### src/rtl/alu_sequencer.sv
// alu_sequencer
//
// Hands one operation at a time to the combinational ALU (arithmetic_logic).
// A request is accepted on req_valid && req_ready. The sequencer then drives the
// one-hot ALU control lines and the operands, and captures the ALU result into
// rsp_res. It reports completion with a one-cycle rsp_valid strobe. The two
// shift opcodes (lsx = 6, lsy = 7) run req_cnt + 1 passes. Each pass result is
// fed back as the next operand.
//
// Ports:
//   clk        rising-edge clock
//   rst_n      asynchronous active-low reset
//   req_valid  request present, req_* held stable until accepted
//   req_ready  high in IDLE; a request is taken on req_valid && req_ready
//   req_op     4-bit opcode, selects ALU line 1 << req_op
//   req_x/y    8-bit operands
//   req_cnt    shift repeat count (passes = req_cnt + 1), ignored for non-shifts
//   alu_ctl    16-bit one-hot ALU operation lines, all-zero outside EXEC
//   alu_x/y    ALU operands from the internal operand registers
//   alu_res    ALU result, combinational from alu_ctl/alu_x/alu_y
//   rsp_valid  one-cycle completion strobe
//   rsp_res    last captured ALU result, held until the next capture
//   busy       high in EXEC and DONE

module alu_sequencer (
    input  logic        clk,
    input  logic        rst_n,
    input  logic        req_valid,
    output logic        req_ready,
    input  logic [3:0]  req_op,
    input  logic [7:0]  req_x,
    input  logic [7:0]  req_y,
    input  logic [2:0]  req_cnt,
    output logic [15:0] alu_ctl,
    output logic [7:0]  alu_x,
    output logic [7:0]  alu_y,
    input  logic [7:0]  alu_res,
    output logic        rsp_valid,
    output logic [7:0]  rsp_res,
    output logic        busy
);

    localparam logic [3:0] OpLsx = 4'd6;
    localparam logic [3:0] OpLsy = 4'd7;

    typedef enum logic [1:0] {
        StIdle = 2'd0,
        StExec = 2'd1,
        StDone = 2'd2
    } state_e;

    state_e      state_q, state_d;
    logic [3:0]  op_q, op_d;
    logic [7:0]  opx_q, opx_d;
    logic [7:0]  opy_q, opy_d;
    logic [2:0]  rem_q, rem_d;
    logic [7:0]  res_q, res_d;
    logic        req_is_shift;

    assign req_is_shift = (req_op == OpLsx) || (req_op == OpLsy);

    // State and datapath registers
    always_ff @(posedge clk or negedge rst_n) begin
        if (!rst_n) begin
            state_q <= StIdle;
            op_q    <= 4'd0;
            opx_q   <= 8'h00;
            opy_q   <= 8'h00;
            rem_q   <= 3'd0;
            res_q   <= 8'h00;
        end else begin
            state_q <= state_d;
            op_q    <= op_d;
            opx_q   <= opx_d;
            opy_q   <= opy_d;
            rem_q   <= rem_d;
            res_q   <= res_d;
        end
    end

    // Next-state and datapath update
    always_comb begin
        state_d = state_q;
        op_d    = op_q;
        opx_d   = opx_q;
        opy_d   = opy_q;
        rem_d   = rem_q;
        res_d   = res_q;

        unique case (state_q)
            StIdle: begin
                if (req_valid) begin
                    op_d    = req_op;
                    opx_d   = req_x;
                    opy_d   = req_y;
                    // rem counts passes still to run after the current one
                    rem_d   = req_is_shift ? req_cnt : 3'd0;
                    state_d = StExec;
                end
            end
            StExec: begin
                res_d = alu_res;
                if (rem_q != 3'd0) begin
                    rem_d = rem_q - 3'd1;
                    // Feed the shifted value back as the operand for the next pass
                    if (op_q == OpLsx) begin
                        opx_d = alu_res;
                    end
                    if (op_q == OpLsy) begin
                        opy_d = alu_res;
                    end
                end else begin
                    state_d = StDone;
                end
            end
            StDone: begin
                state_d = StIdle;
            end
            default: begin
                state_d = StIdle;
            end
        endcase
    end

    // Outputs decoded from the state register
    always_comb begin
        alu_ctl = 16'h0000;
        if (state_q == StExec) begin
            alu_ctl = 16'h0001 << op_q;
        end
    end

    assign req_ready = (state_q == StIdle);
    assign busy      = (state_q == StExec) || (state_q == StDone);
    assign rsp_valid = (state_q == StDone);
    assign rsp_res   = res_q;
    assign alu_x     = opx_q;
    assign alu_y     = opy_q;

endmodule

### config.mk
export PLATFORM = sky130hd
export DESIGN_NAME = alu_sequencer
export DESIGN_NICKNAME = d
export VERILOG_FILES = /design/src/rtl/alu_sequencer.sv
export SDC_FILE = /design/constraint.sdc
export NUM_CORES = 1
export LEC_CHECK = 0
export CAP_MARGIN = 20
export CELL_PAD_IN_SITES_DETAIL_PLACEMENT = 1
export CELL_PAD_IN_SITES_GLOBAL_PLACEMENT = 2
export CORE_ASPECT_RATIO = 1.5
export CORE_MARGIN = 10
export CORE_UTILIZATION = 22
export DETAILED_ROUTE_END_ITERATION = 12
export GPL_TIMING_DRIVEN = 1
export PLACE_DENSITY = 0.75
export SETUP_SLACK_MARGIN = 0.02
export SKIP_LAST_GASP = 1
export SYNTH_ARGS = -nofsm -noshare
export SYNTH_HDL_FRONTEND = slang
export SYNTH_SLANG_ARGS = --single-unit
export TNS_END_PERCENT = 50
### constraint.sdc
create_clock -name clk -period 1.7 [get_ports clk]
set_input_delay 0.425 -clock clk [delete_from_list [all_inputs] [get_ports clk]]
set_output_delay 0.425 -clock clk [all_outputs]
set_load 0.03 [all_outputs]
# Word level (Yosys, flattened, before mapping)
# Index checks and enable logic that the tools add are counted.
[word_totals] inputBits=34 ff_bits=33
[op_classes] muxes=16 n_eq_ne=11 n_shift=1 addsub=1 n_reduce_logical=10
[ops] operator="$mux W8" count=6
[ops] operator="$pmux W8 S2" count=2
[ops] operator="$eq A4 B3 Y1 const B" count=4
[ops] operator="$mux W16" count=1
[ops] operator="$shl A1 B4 Y16 const A" count=1
[ops] operator="$ne A2 B2 Y1 const B" count=5
[ops] operator="$mux W3" count=3
[ops] operator="$reduce_and A4 Y1" count=2
[ops] operator="$pmux W3 S2" count=1
[ops] operator="$mux W2" count=2
[ops] operator="$pmux W2 S2" count=1
[ops] operator="$reduce_and A2 Y1" count=2
[ops] operator="$reduce_and A3 Y1" count=1
[ops] operator="$reduce_bool A3 Y1" count=1
[ops] operator="$sub A3 B1 Y3 const B" count=1
[ops] operator="$eq A2 B1 Y1 const B" count=1
[ops] operator="$eq A2 B2 Y1 const B" count=1
[ops] operator="$logic_not A2 Y1" count=1
[ops] operator="$logic_or A1 B1 Y1" count=2
[ops] operator="$reduce_bool A2 Y1" count=1

# Longest topological paths before layout
[logic_depth] depth_word=5 mapped_depth=7

# Least setup slack after synthesis
# OpenSTA, ideal clock, no wires.
[synth_timing] path_type="reg2out" startpoint="reg state_q[1]" endpoint="out alu_ctl[0]" arrival_ns=1.925 stages_incl_launch_ff=6 t_required_ns=1.275 setup_slack_ns=-0.650 cell_sequence="dfrtp_1 > inv_1 > ha_1 > buf_2 > or3b_2 > nor3_1"
[synth_via] elab_chain_cells=2
[synth_lines] element="start: declaration" line="52" rtl="state_e state_q, state_d;"
[synth_lines] element="start signal: assignment" line="65" rtl="state_q <= StIdle;"
[synth_lines] element="start signal: assignment" line="72" rtl="state_q <= state_d;"
[synth_lines] element="$eq A2 B1 Y1" line="128" rtl="if (state_q == StExec) begin"
[synth_lines] element="$mux W16" line="128"
[synth_lines] element="end: declaration" line="34" rtl="output logic [15:0] alu_ctl,"
# Every way passes these cells.

# Worst setup path in the final report
# Ends and elaborated chain as after synthesis.

==> results.md <==
- Status: finished with violations
- Failing checks: setup timing
- Clock network power share: 13.9%
- Top Family by Delay on Critical Path: simple AND/OR/NAND/NOR gates
- Seq cells post-synth: 33
- Synthesized Nets: 208
- Fin worst setup slack: -0.335 ns
- DRT Wirelength: 6400 um
- Clk buf depth: 2
- Post-Synthesis Cells: 168
- Hold Vio Cnt, Final: 0
- IR drop worst, VDD: 0.000801 V
- WS Path Type: flip-flop to output pin
- Cell area after synthesis: 0.00179 mm^2
- # IOs: 77
- Clock Sinks: 33
- Grt peak-use layer: met2
- DR vias: 1622
- CP required: 1.27 ns
- WHS: 0.496 ns
- Initial core utilization: 22.5%
- Iter 0 DRT Violations: 53
- Vias in the first global route: 1847
- Crit path DAT: 1.61 ns
- Final Skew: 0.00351 ns
- CP bufs+invs: 2
- Worst Hold Class: flip-flop to flip-flop
- Slew Limit Fails: 0
- Sw Pwr: 2.82 mW
- Yosys top cell by area: dfrtp_1
- DRT antenna net count: 0
- Pint: 3.92 mW
- Hold buffers post-CTS: 0
- Area added between synthesis and finish: 84.2%
- P per Cell Area: 2040 mW/mm^2
- GR Util met1: 9.89%
- Skew-Pair Late Insertion Delay: 0.27 ns
- Sequential area share after synthesis: 46.1%
- TritonCTS buffer count: 5
- Tmin final: 2.04 ns
- Fin crit share: 120%
- TNS Setup: -6.67 ns
- Routing usage on met3: 2.23%
- Row cnt: 40
- Die ar.: 0.0122 mm^2
- GR Util met2: 21.5%
- Fillcell total: 862
- First-pass GRT wire length: 10100 um
- Max cap viols: 0
- Worst-margin pin slew: 0.385 ns
- CTS tree: built
- # diodes: 0
- Crit-path max cell delay: 0.44 ns
- Switch share: 41.8%
- Combinational Power Share: 64.0%
- CP max-delay cell: or3b_4
- Number of synthesis warnings: 0
- Crit Path Max Fanout: 4
- CTS clock-pin slew for the worst setup and hold paths: 0.05 ns
- Vias per cell: 4.29
- Final Wtd Congestion: 0.762
- Final-report setup violation count: 59
- P_leak: 1.39 nW
- Horiz. Die Dim: 93.7 um
- # H-tree levels: 2
- Detailed Routing Iterations Pass 1: 4
- Post-route DRC: 0
- GR Util All Layers: 10.7%
- Maximum number of pins on one net before global-route repair: 34
- Sequential share of power: 22.1%
- Synth top area share: 46.1%
- RSZ-0062 raised after global routing: true
- Cell variety after synth: 32
- Setup slack, reg-to-reg: -0.15 ns
- Top post-synthesis cells by area: dfrtp_1 (46%), mux2_2 (17%), o21ai_0 (5.0%)
- DP HPWL: 4930 um
- Setup crit start kind: flip-flop
- Layout cells sized above 1: 43.2%
- DR WL/cell: 16.9 um
- Root Driver: clkbuf_16
- Mean Syn Cell Area: 10.7 um^2
- Normalized max-slew margin: 74.3%
- Core footprint: 0.00796 mm^2
- Net count reported at finish: 312
- Peak Freq: 491 MHz
- CP Capture Type: output pin
- Port Buffer Count: 76
- Initial antenna violation count: 0
- Cell chain of the critical path: inv_2 -> ha_4 -> or3b_4 -> nor3_4 -> buf_6
- Grt total ovfl: 0
- Die Y-Extent: 131 um
==> registers in the layout, summed over array words and instances, names as in the netlist <==
| signal | flops |
|---|---|
| alu_x | 8 |
| alu_y | 8 |
| rsp_res | 8 |
| op_q | 4 |
| rem_q | 3 |
| state_q | 2 |
==> cell usage after synthesis <==
| library cell | count |
|---|---|
| buf_1 | 1 |
| nor3_1 | 5 |
| a22o_1 | 1 |
| a211oi_4 | 2 |
| o21ba_2 | 1 |
| o41ai_1 | 1 |
| mux2_1 | 2 |
| nand4b_1 | 1 |
| mux2i_1 | 2 |
| nand4bb_4 | 1 |
| nor2b_1 | 2 |
| nand2_1 | 10 |
| inv_1 | 20 |
| nor2_1 | 13 |
| nand3_1 | 1 |
| or3b_2 | 1 |
| nand3b_1 | 2 |
| a21boi_0 | 1 |
| clkbuf_1 | 3 |
| xor2_1 | 1 |
| o21a_1 | 1 |
| mux2_2 | 27 |
| a21oi_1 | 2 |
| and3b_1 | 1 |
| a22oi_1 | 1 |
| buf_2 | 3 |
| and4bb_2 | 1 |
| o21ai_0 | 18 |
| ha_1 | 6 |
| buf_6 | 1 |
| nand2b_1 | 3 |
| dfrtp_1 | 33 |
==> final cells by class <==
| cell class | instances | area [um^2] | area share [%] |
|---|---|---|---|
| Clock buffer | 7 | 153 | 4.62 |
| Clock inverter | 1 | 5.00 | 0.152 |
| Inverter | 20 | 75.1 | 2.27 |
| Multi-Input combinational cell | 107 | 1060 | 32.0 |
| Sequential cell | 33 | 830 | 25.1 |
| Tap cell | 105 | 131 | 3.98 |
| Timing Repair Buffer | 105 | 1050 | 31.8 |
==> cells in the final DEF (no fill, tap or decap), types with 2 or more instances in the layout <==
master and instances:
a211oi_4 2, a21oi_1 2, buf_12 3, buf_4 23, buf_6 22, clkbuf_16 5, clkbuf_8 2, clkdlybuf4s50_1 57
dfrtp_1 30, dfrtp_2 3, ha_1 4, ha_4 2, inv_1 19, mux2_1 2, mux2_2 26, nand2_1 9
nand3b_1 2, nor2_2 2, nor2_4 10, nor2b_1 2, nor3_4 5, o21ai_0 18
==> logic make-up after synthesis <==
logic type / after synthesis / synth area share [%]
flops: 33 / 46.1
xor+xnor: 1 / 0.489
fa+ha+maj: 6 / 4.19
buf+inv: 28 / 6.49
compound gates: 28 / 10.6
simple gates: 41 / 12.8
mux: 31 / 19.3
==> layer usage <==
metal  wire length [um]  vias to the layer above  share of wire [%]
met3                340                        7                5.3
met2               3810                       49                 60
met5                  0                        -                  0
met4                108                        0                1.7
li1                   -                      777                  -
met1               2140                      789                 33
==> repair_timing <==
action,4_1_cts,5_1_grt
setup buffers,5,2
setup endpoints to repair,61,62
pin swaps,11,3
resized for setup,38,5
==> stage by stage <==
| step | power (mW) | util [%] | cells | area [um^2] | setup WS, ns |
|---|---|---|---|---|---|
| 6_report | 6.74 | 41.5 | 378 | 3300 | -0.335 |
| 5_1_grt | 7.16 | 41.5 | 378 | 3300 | -0.408 |
| 4_1_cts | 6.76 | 41.0 | 376 | 3260 | -0.340 |
| 3_5_place_dp | 5.46 | 36.7 | 363 | 2920 | -0.261 |
| 3_3_place_gp | 5.39 | 36.7 | 363 | 2920 | -0.222 |
| 2_1_floorplan | 3.83 | - | 168 | 1920 | -0.173 |
==> worst paths after layout <==
path / to / cells after the start / start
max reg2reg: alu_y[7]$_DFFE_PN0P_ / 7 / state_q[1]$_DFFE_PN0P_
max: alu_ctl[0] / 5 / state_q[1]$_DFFE_PN0P_
max in group asynchronous: op_q[2]$_DFFE_PN0P_ / 2 / rst_n
min in group asynchronous: rsp_res[6]$_DFFE_PN0N_ / 2 / rst_n
min reg2reg: alu_y[0]$_DFFE_PN0P_ / 1 / alu_y[0]$_DFFE_PN0P_
min: alu_y[0]$_DFFE_PN0P_ / 1 / alu_y[0]$_DFFE_PN0P_
==> power groups by stage <==
stage	registers, mW	logic (mW)	clock network, mW
floorplan	2.00	1.83	0
global placement	1.47	3.92	0
detailed placement	1.49	3.97	0
CTS	1.50	4.29	0.963
global route	1.55	4.61	1.00
finish	1.49	4.32	0.935
Note: power is estimated with default switching activity, not from simulation.
